### src/rtl/hazard_ctrl.sv
//------------------------------------------------------------------------------
// Module   : hazard_ctrl
// Brief    : Pipeline enable/flush control, run/wait/halt FSM and perf counters
//            for the 5-stage MIPS core.
// Revision : 1.0 - initial release
//------------------------------------------------------------------------------
`default_nettype none

module hazard_ctrl #(
    parameter int CNT_W = 32
) (
    input  logic             CLK,
    input  logic             nRST,
    input  logic             ihit,
    input  logic             dhit,
    input  logic             mem_dREN,
    input  logic             mem_dWEN,
    input  logic             idex_DRen,
    input  logic [4:0]       idex_rt,
    input  logic [4:0]       ifid_rs,
    input  logic [4:0]       ifid_rt,
    input  logic             pc_redirect,
    input  logic             wb_halt,
    output logic             pc_en,
    output logic             ifid_en,
    output logic             ifid_flush,
    output logic             idex_en,
    output logic             idex_flush,
    output logic             exmem_en,
    output logic             exmem_flush,
    output logic             memwb_en,
    output logic             memwb_flush,
    output logic             halt,
    output logic [CNT_W-1:0] cycle_cnt,
    output logic [CNT_W-1:0] stall_cnt,
    output logic [CNT_W-1:0] flush_cnt
);

    typedef enum logic [1:0] {
        S_RUN     = 2'd0,
        S_MEMWAIT = 2'd1,
        S_HALT    = 2'd2
    } state_t;

    localparam logic [CNT_W-1:0] C_ONE = {{(CNT_W-1){1'b0}}, 1'b1};

    state_t           state_q, state_d;
    logic             halt_q;
    logic [CNT_W-1:0] cycle_q, stall_q, flush_q;

    logic w_dbusy;
    logic w_lu;
    logic w_active;
    logic w_redirect;

    assign w_dbusy  = (mem_dREN | mem_dWEN) & ~dhit;
    assign w_lu     = idex_DRen & (idex_rt != 5'd0) &
                      ((idex_rt == ifid_rs) | (idex_rt == ifid_rt));
    assign w_active = (state_q != S_HALT);

    always_comb begin
        pc_en       = 1'b0;
        ifid_en     = 1'b0;
        idex_en     = 1'b0;
        exmem_en    = 1'b0;
        memwb_en    = 1'b0;
        ifid_flush  = 1'b0;
        idex_flush  = 1'b0;
        exmem_flush = 1'b0;
        memwb_flush = 1'b0;
        w_redirect  = 1'b0;
        state_d     = state_q;

        if (w_active) begin
            state_d = S_RUN;
            if (wb_halt) begin
                ifid_flush  = 1'b1;
                idex_flush  = 1'b1;
                exmem_flush = 1'b1;
                state_d     = S_HALT;
            end else if (w_dbusy) begin
                memwb_flush = 1'b1;
                state_d     = S_MEMWAIT;
            end else if (!ihit) begin
                // Front end frozen; the MEM-stage bubble lets the back end drain.
                exmem_flush = 1'b1;
                memwb_en    = 1'b1;
            end else if (pc_redirect) begin
                pc_en      = 1'b1;
                ifid_en    = 1'b1;
                idex_en    = 1'b1;
                exmem_en   = 1'b1;
                memwb_en   = 1'b1;
                ifid_flush = 1'b1;
                idex_flush = 1'b1;
                w_redirect = 1'b1;
            end else if (w_lu) begin
                idex_en    = 1'b1;
                exmem_en   = 1'b1;
                memwb_en   = 1'b1;
                idex_flush = 1'b1;
            end else begin
                pc_en    = 1'b1;
                ifid_en  = 1'b1;
                idex_en  = 1'b1;
                exmem_en = 1'b1;
                memwb_en = 1'b1;
            end
        end
    end

    always_ff @(posedge CLK or negedge nRST) begin
        if (!nRST) begin
            state_q <= S_RUN;
            halt_q  <= 1'b0;
            cycle_q <= '0;
            stall_q <= '0;
            flush_q <= '0;
        end else begin
            state_q <= state_d;
            halt_q  <= (state_d == S_HALT);
            if (w_active) begin
                cycle_q <= cycle_q + C_ONE;
                if (!pc_en)
                    stall_q <= stall_q + C_ONE;
                if (w_redirect)
                    flush_q <= flush_q + C_ONE;
            end
        end
    end

    assign halt      = halt_q;
    assign cycle_cnt = cycle_q;
    assign stall_cnt = stall_q;
    assign flush_cnt = flush_q;

endmodule

`default_nettype wire

### config.mk
export PLATFORM = sky130hd
export DESIGN_NAME = hazard_ctrl
export DESIGN_NICKNAME = d
export VERILOG_FILES = /design/src/rtl/hazard_ctrl.sv
export SDC_FILE = /design/constraint.sdc
export NUM_CORES = 1
export LEC_CHECK = 0
export BUFFER_PORTS_ARGS = -buffer_cell sky130_fd_sc_hd__buf_2
export CAP_MARGIN = 20
export CORE_MARGIN = 4
export CORE_UTILIZATION = 28
export DETAILED_ROUTE_END_ITERATION = 10
export GPL_TIMING_DRIVEN = 0
export PLACE_DENSITY = 0.5
export SLEW_MARGIN = 20
export SYNTH_ARGS = -nofsm -noshare
export SYNTH_HDL_FRONTEND = slang
export SYNTH_SLANG_ARGS = --single-unit
export TNS_END_PERCENT = 100
### constraint.sdc
create_clock -name CLK -period 2.3 [get_ports CLK]
set_clock_uncertainty 0.05 [all_clocks]
set_input_delay 0.115 -clock CLK [delete_from_list [all_inputs] [get_ports CLK]]
set_output_delay 0.115 -clock CLK [all_outputs]
set_load 0.05 [all_outputs]
==> Word level (Yosys, flattened, before mapping) <==
Cells that the tools add are included.
{ "totals": {"reg_bits": 99, "latchBits": 0, "ramBits": 0, "mem_bits_ro": 0, "inputBits": 24, "out_inout_bits": 106, "elab_cells": 58, "n_memories": 0} }
{ "op_classes": {"add_sub_neg": 3, "multipliers": 0, "div": 0, "magnitude_cmp": 0, "eq_ne": 4, "shifts": 0, "mux": 36, "n_bitwise": 7, "reduce_logical": 3} }
{ "op_table": {"columns": ["operator", "n"], "rows": [
  ["32-bit by 1-bit adder with 32-bit output, second input constant", 3],
  ["1-bit 2-to-1 mux", 34],
  ["5-bit == test", 2],
  ["5-bit nonzero test", 1],
  ["2-bit 2-to-1 mux", 2],
  ["2-bit AND reduction", 2],
  ["1-bit bitwise AND", 3],
  ["2-bit == test, second input constant", 1],
  ["2-bit inequality test, second input constant", 1],
  ["1-bit inverter", 2],
  ["1-bit bitwise OR", 2]
]} }

==> Longest topological paths before layout <==
{ "depth": {"depth_word": 11, "depth_mapped": 8, "ltp_nobuf": 7} }

==> Worst setup path after synthesis <==
Ideal clock, no wire load.
{ "synth_timing": {"kind": "register to output", "start": "reg state_q[1]", "end": "out pc_en", "arrival_time_ps": 2347, "t_required_ps": 2135, "slack_ps": -212, "stages_incl_launch_ff": 7, "path_buffers": 2, "path_cell_list": "dfrtp_1 nand2b_1 buf_2 nand2b_1 nor2_1 o31a_1 buf_4"} }
{ "synth_via": {"elab_chain_cells": 2} }
{ "synth_lines": {"columns": ["item", "line", "text"], "rows": [
  ["from (decl)", "47", "state_t state_q, state_d;"],
  ["from (signal assigned)", "120", "state_q <= state_d;"],
  ["2-bit inequality test", "59", "assign w_active = (state_q != S_HALT);"],
  ["1-bit 2-to-1 mux", null, null],
  ["to (decl)", "24", "output logic pc_en,"]
]} }
No other way between the ends.

==> Final worst setup path <==
{ "layout_timing": {"start": "reg stall_q[7] (netlist: stall_cnt[7])", "end": "reg stall_q[30] (netlist: stall_cnt[30])"} }
{ "layout_via": {"elab_chain_cells": 1} }
{ "layout_lines": {"columns": ["item", "line", "text"], "rows": [
  ["from (decl)", "49", "logic [CNT_W-1:0] cycle_q, stall_q, flush_q;"],
  ["from (signal assigned)", "125", "stall_q <= stall_q + C_ONE;"],
  ["32-bit by 1-bit adder with 32-bit output", "125", null]
]} }
No other way between the ends.
A chain may end at the register's enable or synchronous reset.

==> reports/summary.txt <==
CP delay by family, top -> simple AND/OR/NAND/NOR gates
TritonCTS buffer count -> 9
P_leak -> 3.023 nW
Clock latency on the worst-skew pair -> 340 ps
Sum of negative setup slack -> 0 ps
Drt total wl -> 11600 um
Buffers on Ports -> 129
Synthesized cell area -> 4661 um^2
Routed Antenna Nets -> 0
Largest net degree at the start of global routing -> 63
Worst slack at placement -> 125.6 ps
Final HPWL DP -> 8701 um
Post-Syn Instances -> 432
Drt drc -> 0
Most frequent CP cell -> nand4_1
# setup viols final -> 0
DR WL/cell -> 14.60 um
Fraction of registers with async set/reset -> 100.0%
Count of clock tree sinks -> 99
H-tree Lvls -> 3
FF+latch count, synth -> 99
Nets@finish -> 601
Final std cells w/o fill -> 795
Maximum clock frequency -> 473.9 MHz
FILL cells -> 1671
P&R area growth vs syn -> 26.93%
Synth Warn # -> 0
Global route total overflow -> 0
DRT iter0 DRCs -> 158
Post-route minimum period -> 2110 ps
Pwr dens -> 564.3 nW/um^2
Critical path buffers and inverters -> 0
Share of cells above drive strength 1 -> 28.03%
Worst Path Arrival -> 2290 ps
Initial antenna violation count -> 1
Synth Flop Type -> dfrtp_1
Synthesized Nets -> 459
Status -> finished, final reports clean
CP Cell Sequence -> and4_1 -> and3_1 -> nand4_1 -> nor4_2 -> nand4_1 -> xnor2_1
Storage cell area -> 2477 um^2
Max_cap viols -> 0
Final Cycle Share -> 91.74%
Root Buffer -> clkbuf_16
CTS clk-pin slew, worst paths -> 70 ps
Die span in y -> 137.0 um
First-pass GRT wire length -> 18910 um
Peak VDD IR -> 0.2939 mV
Drt first pass iters -> 4
Die ar. -> 18770 um^2
Final Max Slew Viols -> 0
CP max stage delay -> 450 ps
EDFF count, synth -> 0
Worst setup EP type -> register
Crit start category -> register
Crit Path Category -> register to register
Slew headroom -> 64.48%
Min Hold Slack -> 27.12 ps
Final hold vios -> 0
HP Class -> primary input to register
Initial Util -> 28.92%
RePlAce Congestion -> 0.7617
RSZ-0062 raised after global routing -> no
CTS tree -> yes
Clk buf depth -> 2
Tot GR Track Use -> 12.73%
Fin worst setup slack -> 190.1 ps
Post-synthesis sequential area ratio -> 53.15%
Placeable Area -> 16120 um^2
Post-synth cell types -> 37
Area taken by multi-input logic gates -> 2086 um^2
IO Pins -> 130
Critical Path RT -> 2480 ps
Vias in the first global route -> 3689
Final Power -> 3.338 mW
Placed Instances -> 778
Worst-Margin Slew -> 532.7 ps
Slowest CP cell -> dfrtp_1
Vias per cell -> 4.523
DR vias -> 3596
Max FO, Critical Path -> 6
Std cell rows -> 46
Syn_area_per_cell -> 10.79 um^2
Die width -> 137.0 um
[registers in the layout (all words and copies together), names as in the netlist]
signal and count:
halt 1, stall_cnt 32, flush_cnt 32, state_q 2, cycle_cnt 32
[cell usage after synthesis (all sizes together) (2+ instances only)]
master	instances	share of area [%]
o21ai	2	0.21
and3	16	2.1
or4	2	0.32
buf	8	1.1
nand4	38	5.2
xor2	31	5.8
and2	5	0.67
mux2	2	0.48
nand3	28	3.0
nor2	33	2.7
nor3	9	0.97
and4	8	1.5
xnor2	72	14
nand2	42	3.4
dfrtp	99	53
clkbuf	7	0.56
nand2b	5	0.67
ha	3	0.81
nor4b	2	0.70
inv	8	0.64
[placed cells by master, fill, tap and decap left out, types with 2 or more instances in the layout]
cell type  netlist  layout
inv_1            8       8
xor2_1          31      31
nor3_1           9       9
and3_1          16      16
clkbuf_16        0       9
clkbuf_1         7       8
or4_1            2       2
clkinv_2         0       3
and4_1           8       8
buf_6            1       2
nand2_1         42      42
mux2_2           2       2
and2_1           5       4
nand2b_1         5       5
dfrtp_1         99      99
ha_1             3       3
buf_4            2       2
nand4_1         37      37
nor2_1          33      32
xnor2_1         72      72
buf_2            5     133
nand3_1         28      28
[worst reg2reg max path, cell delays in order (launching register included)]
cell and delay [ps]:
dfrtp_1 450, and4_1 330, and3_1 250, nand4_1 320, nor4_2 280, nand4_1 150
xnor2_1 160
[cell families after synthesis]
group,after synthesis,share of synthesized area [%]
flops,99,53.15
mux,2,0.4832
fa+ha+maj,3,0.8055
compound gates,9,1.772
xor+xnor,103,19.36
simple gates,193,22.12
buf+inv,23,2.309
[cell type report]
class | count | share of cell area (%)
inverter | 8 | 0.5076
clock inverter | 5 | 0.9095
sequential | 99 | 41.88
timing repair buffer | 131 | 11.65
buffer | 15 | 1.311
antenna | 1 | 0.04230
tap | 216 | 4.569
multi-input combinational | 310 | 35.26
clock buffer | 10 | 3.871
[per-stage QoR]
step | instance area, um^2 | util (%)
finish | 5916 | 36.71
global route | 5916 | 36.71
CTS | 5906 | 36.65
detailed placement | 5613 | 34.83
global placement | 5579 | 34.62
floorplan | 4663 | -
[layer usage]
layer	GRT usage [%]	wire [um]
met1	16.94	5305
met2	19.97	5491
met3	2.978	628
met4	5.100	179
met5	0	0
[report_power, final]
group          internal (mW)  leakage (nW)  total (mW)  switching, mW
combinational         0.0354          1.51       0.106         0.0707
sequential              1.74          1.37        1.74        0.00194
clock                  0.837         0.142        1.49          0.652
[repair_timing]
item                                    in CTS  in global routing
resized for setup                            0                  2
hold endpoints to repair                    37                  0
hold buffers                                 1                  0
buffers inserted                             0                  0
endpoints found under the setup margin       0                  3
[worst paths after layout]
| path | startpoint | to | slack (ps) | cells past startpoint |
|---|---|---|---|---|
| min | wb_halt | halt | 30 | 2 |
| min reg2reg | stall_cnt[31] | stall_cnt[31] | 420 | 1 |
| max in group asynchronous | nRST | cycle_cnt[24] | 1370 | 3 |
| max reg2reg | stall_cnt[7] | stall_cnt[30] | 190 | 6 |
| min in group asynchronous | nRST | flush_cnt[10] | 200 | 2 |
| max | stall_cnt[7] | stall_cnt[30] | 190 | 6 |
Power figures use the tool's default switching activity.
